$ cat src/rtl/peripheral_muldiv.sv
// Memory-mapped unsigned multiply/divide peripheral: shift-add multiply and
// restoring divide, one step per clock, W steps per operation.
module peripheral_muldiv #(
  parameter int unsigned W = 16
) (
  input  logic           clock,
  input  logic           rst,
  input  logic [W-1:0]   d_in,
  input  logic           cs,
  input  logic [4:0]     addr,
  input  logic           rd,
  input  logic           wr,
  output logic [2*W-1:0] d_out
);

  localparam int unsigned CntW = $clog2(W);

  localparam logic [4:0] AddrA      = 5'h04;
  localparam logic [4:0] AddrB      = 5'h08;
  localparam logic [4:0] AddrCtrl   = 5'h0C;
  localparam logic [4:0] AddrResLo  = 5'h10;
  localparam logic [4:0] AddrStatus = 5'h14;
  localparam logic [4:0] AddrResHi  = 5'h18;

  typedef enum logic [1:0] {StIdle, StRun, StDone} state_e;

  state_e state_q, state_d;

  logic [W-1:0]   a_q, b_q;
  logic           mode_q;
  logic           div_zero_q;
  logic [CntW-1:0] cnt_q;
  // Multiply: mcand shifts left, mplier shifts right, acc accumulates.
  // Divide: mplier holds dividend/quotient, mcand[W-1:0] divisor, acc partial remainder.
  logic [2*W-1:0] mcand_q;
  logic [W-1:0]   mplier_q;
  logic [2*W-1:0] acc_q;
  logic [2*W-1:0] res_lo_q;
  logic [W-1:0]   res_hi_q;

  logic           wr_en, rd_en, start, start_ok, start_div0, last_step;
  logic           busy, done;
  logic [2*W-1:0] acc_mul;
  logic [W:0]     rem_sh, rem_new;
  logic           div_ge;
  logic [W-1:0]   quo_new;
  logic [2*W-1:0] rd_data;

  // Write wins over read when both strobes are high.
  assign wr_en      = cs & wr;
  assign rd_en      = cs & rd & ~wr;
  assign start      = wr_en && (addr == AddrCtrl) && d_in[0];
  assign start_ok   = start && (state_q != StRun);
  assign start_div0 = d_in[1] && (b_q == '0);
  assign last_step  = (cnt_q == CntW'(W - 1));

  // State register
  always_ff @(posedge clock or posedge rst) begin
    if (rst) begin
      state_q <= StIdle;
    end else begin
      state_q <= state_d;
    end
  end

  // Next-state logic
  always_comb begin
    state_d = state_q;
    unique case (state_q)
      StIdle, StDone: begin
        if (start_ok) begin
          state_d = start_div0 ? StDone : StRun;
        end
      end
      StRun: begin
        if (last_step) begin
          state_d = StDone;
        end
      end
      default: state_d = StIdle;
    endcase
  end

  // State-decoded outputs
  always_comb begin
    busy = 1'b0;
    done = 1'b0;
    unique case (state_q)
      StRun:   busy = 1'b1;
      StDone:  done = 1'b1;
      default: ;
    endcase
  end

  // One arithmetic step
  always_comb begin
    acc_mul = mplier_q[0] ? (acc_q + mcand_q) : acc_q;
    rem_sh  = {acc_q[W-1:0], mplier_q[W-1]};
    div_ge  = (rem_sh >= {1'b0, mcand_q[W-1:0]});
    rem_new = div_ge ? (rem_sh - {1'b0, mcand_q[W-1:0]}) : rem_sh;
    quo_new = {mplier_q[W-2:0], div_ge};
  end

  always_comb begin
    rd_data = '0;
    unique case (addr)
      AddrA:      rd_data = {{W{1'b0}}, a_q};
      AddrB:      rd_data = {{W{1'b0}}, b_q};
      AddrResLo:  rd_data = res_lo_q;
      AddrStatus: rd_data = {{(2*W-3){1'b0}}, div_zero_q, busy, done};
      AddrResHi:  rd_data = {{W{1'b0}}, res_hi_q};
      default:    rd_data = '0;
    endcase
  end

  always_ff @(posedge clock or posedge rst) begin
    if (rst) begin
      a_q        <= '0;
      b_q        <= '0;
      mode_q     <= 1'b0;
      div_zero_q <= 1'b0;
      cnt_q      <= '0;
      mcand_q    <= '0;
      mplier_q   <= '0;
      acc_q      <= '0;
      res_lo_q   <= '0;
      res_hi_q   <= '0;
      d_out      <= '0;
    end else begin
      if (wr_en && (state_q != StRun)) begin
        if (addr == AddrA) a_q <= d_in;
        if (addr == AddrB) b_q <= d_in;
      end

      if (start_ok) begin
        mode_q     <= d_in[1];
        div_zero_q <= start_div0;
        cnt_q      <= '0;
        acc_q      <= '0;
        mplier_q   <= d_in[1] ? a_q : b_q;
        mcand_q    <= {{W{1'b0}}, (d_in[1] ? b_q : a_q)};
        if (start_div0) begin
          res_lo_q <= '1;
          res_hi_q <= a_q;
        end
      end else if (state_q == StRun) begin
        cnt_q <= cnt_q + 1'b1;
        if (mode_q) begin
          acc_q    <= {{(W-1){1'b0}}, rem_new};
          mplier_q <= quo_new;
        end else begin
          acc_q    <= acc_mul;
          mplier_q <= mplier_q >> 1;
          mcand_q  <= mcand_q << 1;
        end
        if (last_step) begin
          res_lo_q <= mode_q ? {{W{1'b0}}, quo_new} : acc_mul;
          res_hi_q <= mode_q ? rem_new[W-1:0] : '0;
        end
      end

      if (rd_en) begin
        d_out <= rd_data;
      end
    end
  end

endmodule

$ cat config.mk
export PLATFORM = sky130hd
export DESIGN_NAME = peripheral_muldiv
export DESIGN_NICKNAME = d
export VERILOG_FILES = /design/src/rtl/peripheral_muldiv.sv
export SDC_FILE = /design/constraint.sdc
export NUM_CORES = 1
export LEC_CHECK = 0
export BUFFER_PORTS_ARGS = -buffer_cell sky130_fd_sc_hd__clkbuf_2
export CAP_MARGIN = 15
export CORE_UTILIZATION = 65
export CTS_CLUSTER_DIAMETER = 200
export DETAILED_ROUTE_END_ITERATION = 16
export PLACE_DENSITY = 0.83
export SYNTH_ARGS = -nofsm -noshare
export SYNTH_HDL_FRONTEND = slang
export SYNTH_SLANG_ARGS = --single-unit
$ cat constraint.sdc
create_clock -name clock -period 20.3 [get_ports clock]
set_input_delay 4.06 -clock clock [delete_from_list [all_inputs] [get_ports clock]]
set_output_delay 4.06 -clock clock [all_outputs]
set_load 0.03 [all_outputs]
==> metrics.txt <==
Starting DRT DRC Count 1340; IO Port Bufs 57; area leader, netlist dfrtp_1; Hold Buf Count CTS 0; reg2reg path depth 11; Synth Instances 1349; H-tree lvl count 4; Hold Startpoint d_out[30]; DRT Pass-1 Iters 8; hold violation count in the final report 0; detailed placer's ending HPWL 23.9 mm; clock skew 0.0172 ns; die area 19400 µm²; sequential share of the synthesized area 0.408; Hold Path Stages 2; CTS tree done; Worst Path Arrival 7.19 ns; commonest non-fill, non-tap cells in the layout nand2_1 (204), dfrtp_1 (199), o21ai_0 (130); Post-synth EDFFs 0; DR DRC count 0; overall power 2090 µW; clk sinks 200; actual slew at the worst max-slew pin 1.16 ns; post_cts resized 0; Hold Path Sink d_out[30]; die width 139 µm; initial antenna violation count 0; Core Box Area 18200 µm²; post-route ant nets 0; CTS Root Cell clkbuf_16; Worst Path Class, Setup in -> reg; leading cell type in the layout, fill and taps excluded nand2_1; Layout area overhead 7.77%; CP startpoint kind input pin; Max Slew Vio Count 0; status complete, no violations; Setup WS post-layout 13.49 ns; Avg Inst Size Synth 9.08 µm²; Max Clk Rate 147 MHz; DIE HEIGHT 139 µm; final setup violating endpoints 0; post-layout min period 6.81 ns; Netlist cell types 79; Max Root-Sink Buffers 2; CP Max Fanout 51; Area contributors post-synth dfrtp_1 (41%), nand2_1 (6.2%), o21ai_0 (5.3%), mux2i_1 (5.0%), ha_1 (4.9%); worst skew pair latency 0.46 ns; first-pass GRT wire length 56.4 mm; Most Crowded Layer GR met2; dpl ws 13.08 ns; R2R Path Start mcand_q[1]; Clock Pin Slew Worst Setup and Hold Paths 0.07 ns; RSZ-0062 raised after global routing false; Crit. End Element flip-flop; R2R Setup Slk 16.44 ns; DRT Wirelength 34.6 mm; largest net degree at the start of global routing 122; layout cells sized above 1 0.136; Worst IR Drop VDD 0.000144 V; row count 49; top_reg_cell synth dfrtp_1; GRT Util Overall 0.371; NumNets Final 1435; worst r2r dst res_hi_q[15]; Post-Syn Area 12300 µm²; Slew HR 0.223; leak pwr 0.00606 µW; gr ovfl total 0; final setup TNS 0 ns; via count 10800; CP Data Required Time 20.68 ns; Inserted Diodes 0; fill count 1318; Final Wtd Congestion 0.990; Yosys warning count 0; max_cap viols 0; met1 usage 0.464; I/O pins 58; Wirelength per Cell 21.6 µm; total CTS buffers 17; effective utilization at floorplan 0.673; setup repair bufs after CTS 0; met2 Usage GRT 0.608; GR Layer Usage met3 0.0630; vias per cell 6.74; ys async rst share 1.00; post-synth top area share 0.408; Mapped Nets 1425; number of synthesized register bits 200; Period Utilization, post-route 0.336; HP Class reg -> reg; power per cell area 159 nW/µm²; vias in the first global route 10500
==> final cells by class <==
cell class                 count  area, µm²  share of cell area
sequential                   200       5010               0.379
tap                          229        287              0.0217
clock buffer                  18        429              0.0325
timing repair buffer          74        410              0.0311
multi-input combinational   1026       6750               0.511
clock inverter                14        170              0.0129
inverter                      40        158              0.0119
==> power by group <==
group | leakage, µW | switching [µW] | internal [µW]
Combinational | 0.00322 | 665 | 445
Clock | 0.000292 | 180 | 167
Sequential | 0.00254 | 130 | 506
Total | 0.00606 | 975 | 1120
==> flip-flops by register name, indices dropped and copies added (netlist names) <==
signal	flops
mcand_q	32
mode_q	1
d_out	32
res_hi_q	16
state_q	2
div_zero_q	1
a_q	16
mplier_q	16
acc_q	32
res_lo_q	32
cnt_q	4
b_q	16
==> Yosys cell counts, drive strengths merged (9+ instances only) <==
cell type  instances
nand2            204
dfrtp            200
o21ai            132
a21oi            100
nor2              70
clkbuf            67
mux2i             61
mux2              49
ha                48
inv               39
a211oi            34
a31oi             26
nor2b             23
xnor2             23
nor3              22
nand3             20
o211ai            18
a21o              17
buf               16
a222oi            13
o21a              13
a22o              12
xor2              11
o21bai            10
and3               9
nand2b             9
==> worst max-delay path: stages <==
cell      delay, ns
clkbuf_2       0.08
buf_4          0.49
nor4b_1        0.31
nand4_1        0.15
nor4_1         0.41
and3_1         0.79
or2_2          0.54
o21ai_0        0.17
o21ai_0        0.17
==> worst max path at each step <==
stage,depth (start not counted),slack [ns],end,start
6_report,9,13.49,res_lo_q[13],d_in[1]
5_1_grt,9,13.26,res_lo_q[24],d_in[1]
4_1_cts,9,13.56,res_lo_q[13],d_in[1]
3_5_place_dp,9,13.08,res_lo_q[13],d_in[1]
3_3_place_gp,9,13.34,res_lo_q[21],d_in[1]
2_1_floorplan,1,10.79,a_q[0],rst
==> per-layer routing <==
layer  routed length (µm)  up-vias
li1                     -     4938
met1                13500     5147
met2                16700      562
met3                 2350      139
met4                 2000        0
met5                    0        -
==> kinds of logic after synthesis <==
logic type,count (synthesis),synth area share
xor+xnor,34,0.0243
mux,110,0.0949
buf+inv,123,0.0432
simple gates,394,0.146
flops,200,0.408
compound gates,438,0.231
fa+ha+maj,50,0.0523
==> through the flow <==
stage               hold WS, ns   util  instances  instance area, µm²
finish                    0.479  0.725       1601               13200
global route              0.512  0.725       1601               13200
floorplan                 0.444      -       1349               12300
detailed placement        0.467  0.692       1567               12600
global placement          0.462  0.692       1567               12600
CTS                       0.485  0.725       1599               13200
(Power assumes the default switching activity.)
